--- config.mk ---
export PLATFORM = sky130hd
export DESIGN_NAME = hazard_ctrl
export DESIGN_NICKNAME = d
export VERILOG_FILES = /design/src/rtl/pipe_ctrl_pkg.sv /design/src/rtl/forward_unit.sv /design/src/rtl/hazard_ctrl.sv
export SDC_FILE = /design/constraint.sdc
export NUM_CORES = 1
export LEC_CHECK = 0
export BUFFER_PORTS_ARGS = -buffer_cell sky130_fd_sc_hd__buf_2
export CAP_MARGIN = 20
export CORE_MARGIN = 2
export CORE_UTILIZATION = 35
export CTS_CLUSTER_SIZE = 40
export DETAILED_ROUTE_END_ITERATION = 16
export PLACE_DENSITY = 0.62
export SLEW_MARGIN = 20
export SYNTH_ARGS = -nofsm -noshare
export SYNTH_HDL_FRONTEND = slang
export SYNTH_SLANG_ARGS = --single-unit
--- constraint.sdc ---
create_clock -name clk -period 2.75 [get_ports clk]
set_input_delay 0.4125 -clock clk [delete_from_list [all_inputs] [get_ports clk]]
set_output_delay 0.4125 -clock clk [all_outputs]
set_load 0.01 [all_outputs]
--- src/rtl/pipe_ctrl_pkg.sv ---
// pipe_ctrl_pkg: shared types and constants for the pipeline hazard control unit
package pipe_ctrl_pkg;
  typedef enum logic [1:0] {FWD_RF = 2'b00, FWD_WB = 2'b01, FWD_MEM = 2'b10} fwd_sel_t;
  typedef enum logic {IDLE, WAIT} memfsm_t;
  localparam logic [4:0] REG_ZERO = 5'd0;
endpackage

--- src/rtl/forward_unit.sv ---
// forward_unit: selects the EX operand source, M result over W result over register file
module forward_unit
  import pipe_ctrl_pkg::*;
(
  input  logic [4:0] rsE,
  input  logic [4:0] rdM,
  input  logic [4:0] rdW,
  input  logic       regwriteM,
  input  logic       regwriteW,
  output fwd_sel_t   fwd
);
  always_comb
    fwd = (regwriteM && rsE == rdM && rsE != REG_ZERO) ? FWD_MEM :
          (regwriteW && rsE == rdW && rsE != REG_ZERO) ? FWD_WB : FWD_RF;
endmodule

--- src/rtl/hazard_ctrl.sv ---
// hazard_ctrl: stall/flush/forward control with data-memory wait FSM and perf counters
module hazard_ctrl
  import pipe_ctrl_pkg::*;
#(
  parameter int MEM_TIMEOUT = 255,
  parameter int CNTW        = 32
) (
  input  logic            clk,
  input  logic            reset,
  input  logic [4:0]      rs1D,
  input  logic [4:0]      rs2D,
  input  logic [4:0]      rs1E,
  input  logic [4:0]      rs2E,
  input  logic [4:0]      rdE,
  input  logic [4:0]      rdM,
  input  logic [4:0]      rdW,
  input  logic            memrdE,
  input  logic            pcsrcE,
  input  logic            regwriteM,
  input  logic            regwriteW,
  input  logic            memreqM,
  input  logic            memreadyM,
  output logic            stallF,
  output logic            stallD,
  output logic            stallE,
  output logic            stallM,
  output logic            flushD,
  output logic            flushE,
  output logic            flushW,
  output logic [1:0]      forwardAE,
  output logic [1:0]      forwardBE,
  output logic            memerr,
  output logic [CNTW-1:0] stallcyc,
  output logic [CNTW-1:0] flushcnt
);
  localparam logic [7:0] TO = 8'(MEM_TIMEOUT);
  memfsm_t         state_q, state_d;
  logic [7:0]      waitcnt_q, waitcnt_d;
  logic            memerr_q, memerr_d;
  logic [CNTW-1:0] stallcyc_q, stallcyc_d, flushcnt_q, flushcnt_d;
  logic            lwstall, memstall, timeout;
  fwd_sel_t        fwd_a, fwd_b;
  forward_unit u_fwd_a (
    .rsE(rs1E), .rdM(rdM), .rdW(rdW), .regwriteM(regwriteM), .regwriteW(regwriteW), .fwd(fwd_a)
  );
  forward_unit u_fwd_b (
    .rsE(rs2E), .rdM(rdM), .rdW(rdW), .regwriteM(regwriteM), .regwriteW(regwriteW), .fwd(fwd_b)
  );
  assign forwardAE = fwd_a;
  assign forwardBE = fwd_b;
  assign memerr    = memerr_q;
  assign stallcyc  = stallcyc_q;
  assign flushcnt  = flushcnt_q;
  always_ff @(posedge clk) begin
    if (reset) begin
      state_q    <= IDLE;
      waitcnt_q  <= '0;
      memerr_q   <= 1'b0;
      stallcyc_q <= '0;
      flushcnt_q <= '0;
    end else begin
      state_q    <= state_d;
      waitcnt_q  <= waitcnt_d;
      memerr_q   <= memerr_d;
      stallcyc_q <= stallcyc_d;
      flushcnt_q <= flushcnt_d;
    end
  end
  always_comb begin
    timeout    = state_q == WAIT && waitcnt_q == TO;
    state_d    = state_q == IDLE ? ((memreqM && !memreadyM) ? WAIT : IDLE)
                                 : ((memreadyM || timeout) ? IDLE : WAIT);
    waitcnt_d  = state_d == WAIT ? waitcnt_q + 8'd1 : 8'd0;
    memerr_d   = memerr_q | (timeout & !memreadyM);
    stallcyc_d = (stallF && !(&stallcyc_q)) ? stallcyc_q + CNTW'(1) : stallcyc_q;
    flushcnt_d = (flushD && !(&flushcnt_q)) ? flushcnt_q + CNTW'(1) : flushcnt_q;
  end
  always_comb begin
    lwstall  = memrdE && rdE != REG_ZERO && (rdE == rs1D || rdE == rs2D);
    memstall = state_q == IDLE ? (memreqM && !memreadyM) : (!memreadyM && waitcnt_q != TO);
    stallF   = memstall | lwstall;
    stallD   = memstall | lwstall;
    stallE   = memstall;
    stallM   = memstall;
    flushW   = memstall;
    flushD   = pcsrcE & !memstall;
    flushE   = (lwstall | pcsrcE) & !memstall;
  end
endmodule

==> summary.md <==
| Metric | Value |
|---|---|
| Outcome | `complete, no violations` |
| Cell leakage power | `2.02 nW` |
| Yosys reg bits | `74` |
| Mapped Avg Cell Area | `8.24 µm²` |
| Util after Layout | `44.9%` |
| Fin. Hold Viols | `0` |
| WP data required | `2.96 ns` |
| Most frequent cells in the layout | `118 x buf_2, 74 x dfxtp_1, 62 x nor2_1` |
| Post-CTS Setup Inserts | `0` |
| PwrDens | `515 nW/µm²` |
| Hold_ws | `0.376 ns` |
| Crit-path cells | `ha_1 > nand3_1 > nor2_2 > nand2_4 > or3b_1 > nor4_1 > mux2_1` |
| Flop-to-flop setup slack | `0.36 ns` |
| Critical path fanouts, max | `8` |
| RSZ-0062 raised after global routing | `false` |
| Hold crit path type | `primary input to flip-flop` |
| Core area | `11,400 µm²` |
| Number of global-route vias before repair | `3,651` |
| Worst-path clk slew | `0.06 ns` |
| Dominant cells by area after synthesis | `dfxtp_1 37%, xnor2_1 10%, nor2_1 5.7%, or4_1 3.9%, xor2_1 3.7%` |
| Worst-Margin Slew | `around 0.50 ns` |
| Syn_nets | `~540` |
| Synth top area share | `a little over a third` |
| Fmax | `~0.42 GHz` |
| Clk Latency, worst-skew pair | `0.33 ns` |
| Worst-case clock buffer depth | `2` |
| Crit-path max cell delay | `0.46 ns` |
| Overall routing resource usage | `16.2%` |
| Reg2reg path depth | `7` |
| Drt total wl | `10.1 mm` |
| Io pins | `roughly 120` |
| Setup Viol. Count Final | `0` |
| Most common flop cell mapped by yosys | `dfxtp_1` |
| Largest net degree at the start of global routing | `52` |
| Die X | `112 µm` |
| GRT overflow | `0` |
| Cell taking the most area after synthesis | `dfxtp_1` |
| Final slew viol count | `0` |
| H-tree depth | `3` |
| HPWL after DPL | `7.52 mm` |
| Top Family by Delay on Critical Path | `simple AND/OR/NAND/NOR gates` |
| VDD IR max | `around 270 µV` |
| Distinct cell type count after synthesis | `40` |
| Worst hold path endpoint | `memerr$_SDFF_PP0_` |
| Setup TNS | `0 ns` |
| Async S/R FF share, synth | `0%` |
| Layout Skew | `between 0.008 and 0.009 ns` |
| Synth warn | `0` |
| Sequential share of the synthesized area | `a little over a third` |
| CP arrival | `2.60 ns` |
| Routed length per placed instance | `13.6 µm` |
| Global-route wire length before repair | `17.0 mm` |
| Crit path time final | `2.39 ns` |
| Clock sinks | `74` |
| Worst min-delay path startpoint | `memreadyM` |
| Commonest non-fill, non-tap cell in the layout | `buf_2` |
| TritonCTS clock tree | `done` |
| Worst path bufs/invs | `0` |
| Slowest-stage cell, CP | `or3b_1` |
| Final nets | `646` |
| DRC Markers | `0` |
| Layout cell share with drive strength beyond 1 | `25.3%` |
| # diodes | `0` |
| Post-CTS Resized | `0` |
| Via count | `~4,000` |
| Reg-to-Reg End | `stallcyc[28]$_SDFFE_PP0P_` |
| Die area | `12,400 µm²` |
| Startpoint Class | `flip-flop` |
| Slew margin rel. | `around two thirds` |
| GPL Wtd Cong | `between 0.8 and 0.9` |
| Row cnt | `39` |
| Max Cap Viol | `0` |
| Setup CP Type | `flip-flop to flip-flop` |
| Starting Density | `35.6%` |
| ANT nets after route | `0` |
| Drt initial violations | `approximately 200` |
| Layout area overhead | `26.2%` |
| Critical R2R Launch | `stallcyc[0]$_SDFFE_PP0P_` |
| Initial antenna violation count | `0` |
| Post-synth EDFFs | `0` |
| Hold Buf Count CTS | `0` |
| Hold depth | `3` |
| Post-DR vias/cell | `5.24` |
| PortBufs | `118` |
| Syn Inst Count | `491` |
| Root buffer cell | `clkbuf_16` |
| Detailed-router iteration count before antenna repair | `6` |
| Post-Syn Area | `4050 µm²` |
| Critical Path End Type | `flip-flop` |
| CTS Buf Count | `9` |
| DIE HEIGHT | `~110 µm` |
| Post-route clock period utilization | `87.0%` |
==> cell usage after synthesis (3+ instances only) <==
cell / instances
a21oi_1: 25
and2_1: 3
and3_1: 9
and4_1: 10
buf_2: 9
buf_4: 4
clkbuf_1: 16
dfxtp_1: 74
ha_1: 3
inv_1: 9
mux2_1: 6
mux2_2: 6
nand2_1: 27
nand3_1: 27
nand4_1: 16
nor2_1: 62
nor2b_1: 11
nor3_1: 25
nor3b_1: 3
nor4_1: 15
nor4b_1: 4
o21ai_0: 8
o31ai_1: 17
or3_1: 5
or4_1: 21
xnor2_1: 46
xor2_1: 17
==> per-layer routing <==
| layer | wire [µm] | up-vias | global-route usage [%] |
|---|---|---|---|
| met1 | 4700 | 1817 | 21.1 |
| met2 | 4770 | 100 | 26.7 |
| met3 | 525 | 12 | 3.54 |
| li1 | - | 1987 | - |
| met4 | 146 | 0 | 5.35 |
| met5 | 0 | - | 0 |
==> metrics by stage <==
step / setup slack (ns) / area, µm² / total power, mW / cells
2_1_floorplan: 0.403 / 4050 / 1.22 / 491
3_3_place_gp: 0.451 / 4760 / 1.29 / 732
3_5_place_dp: 0.356 / 4760 / 1.30 / 732
4_1_cts: 0.341 / 5110 / 2.66 / 748
5_1_grt: 0.151 / 5110 / 2.73 / 748
6_report: 0.358 / 5110 / 2.63 / 748
==> cells by family (layout without fill, tap and decap cells) <==
logic type / Yosys count / after routing / share of synthesized area [%]
adders and majority gates: 3 / 3 / 0.927
muxes: 12 / 12 / 3.34
DFF: 74 / 74 / 36.6
xor gates and xnor gates: 63 / 63 / 13.6
AOI/OAI and AO/OA: 56 / 56 / 8.53
and+or+nand+nor: 245 / 245 / 32.8
buffers and inverters: 38 / 152 / 4.17
==> how the worst max path moves through the flow <==
| stage | startpoint | endpoint | slack [ns] | depth (start not counted) |
|---|---|---|---|---|
| finish | stallcyc[0]$_SDFFE_PP0P_ | stallcyc[28]$_SDFFE_PP0P_ | 0.36 | 7 |
| global route | stallcyc[0]$_SDFFE_PP0P_ | stallcyc[28]$_SDFFE_PP0P_ | 0.15 | 7 |
| CTS | waitcnt_q[0]$_SDFF_PP0_ | stallF | 0.34 | 7 |
| detailed placement | stallcyc[0]$_SDFFE_PP0P_ | stallcyc[28]$_SDFFE_PP0P_ | 0.36 | 7 |
| global placement | stallcyc[0]$_SDFFE_PP0P_ | stallcyc[28]$_SDFFE_PP0P_ | 0.45 | 7 |
| floorplan | rdE[1] | stallF | 0.40 | 7 |
==> state kept, by name, summed over array words and instances (netlist names) <==
register / count
memerr: 1
flushcnt: 32
state_q: 1
waitcnt_q: 8
stallcyc: 32
==> worst min-delay path, cell delays in order <==
cell     delay [ns]
buf_2          0.09
or4_1          0.10
a21oi_1        0.06
==> layout make-up <==
class	count	area [µm²]
Fill cell	1153	6260
Tap cell	143	179
Sequential cell	74	1480
Multi-Input combinational cell	379	2400
Timing Repair Buffer	127	671
Inverter	9	33.8
Clock buffer	12	246
Clock inverter	4	98.8
==> power breakdown <==
group	leakage (nW)	internal [mW]	total [mW]	switching, mW
registers	0.597	1.08	1.09	0.00779
logic	1.25	0.0797	0.188	0.108
clock network	0.167	0.913	1.36	0.443
total	2.02	2.07	2.63	0.558
Note: power is estimated with default switching activity, not from simulation.
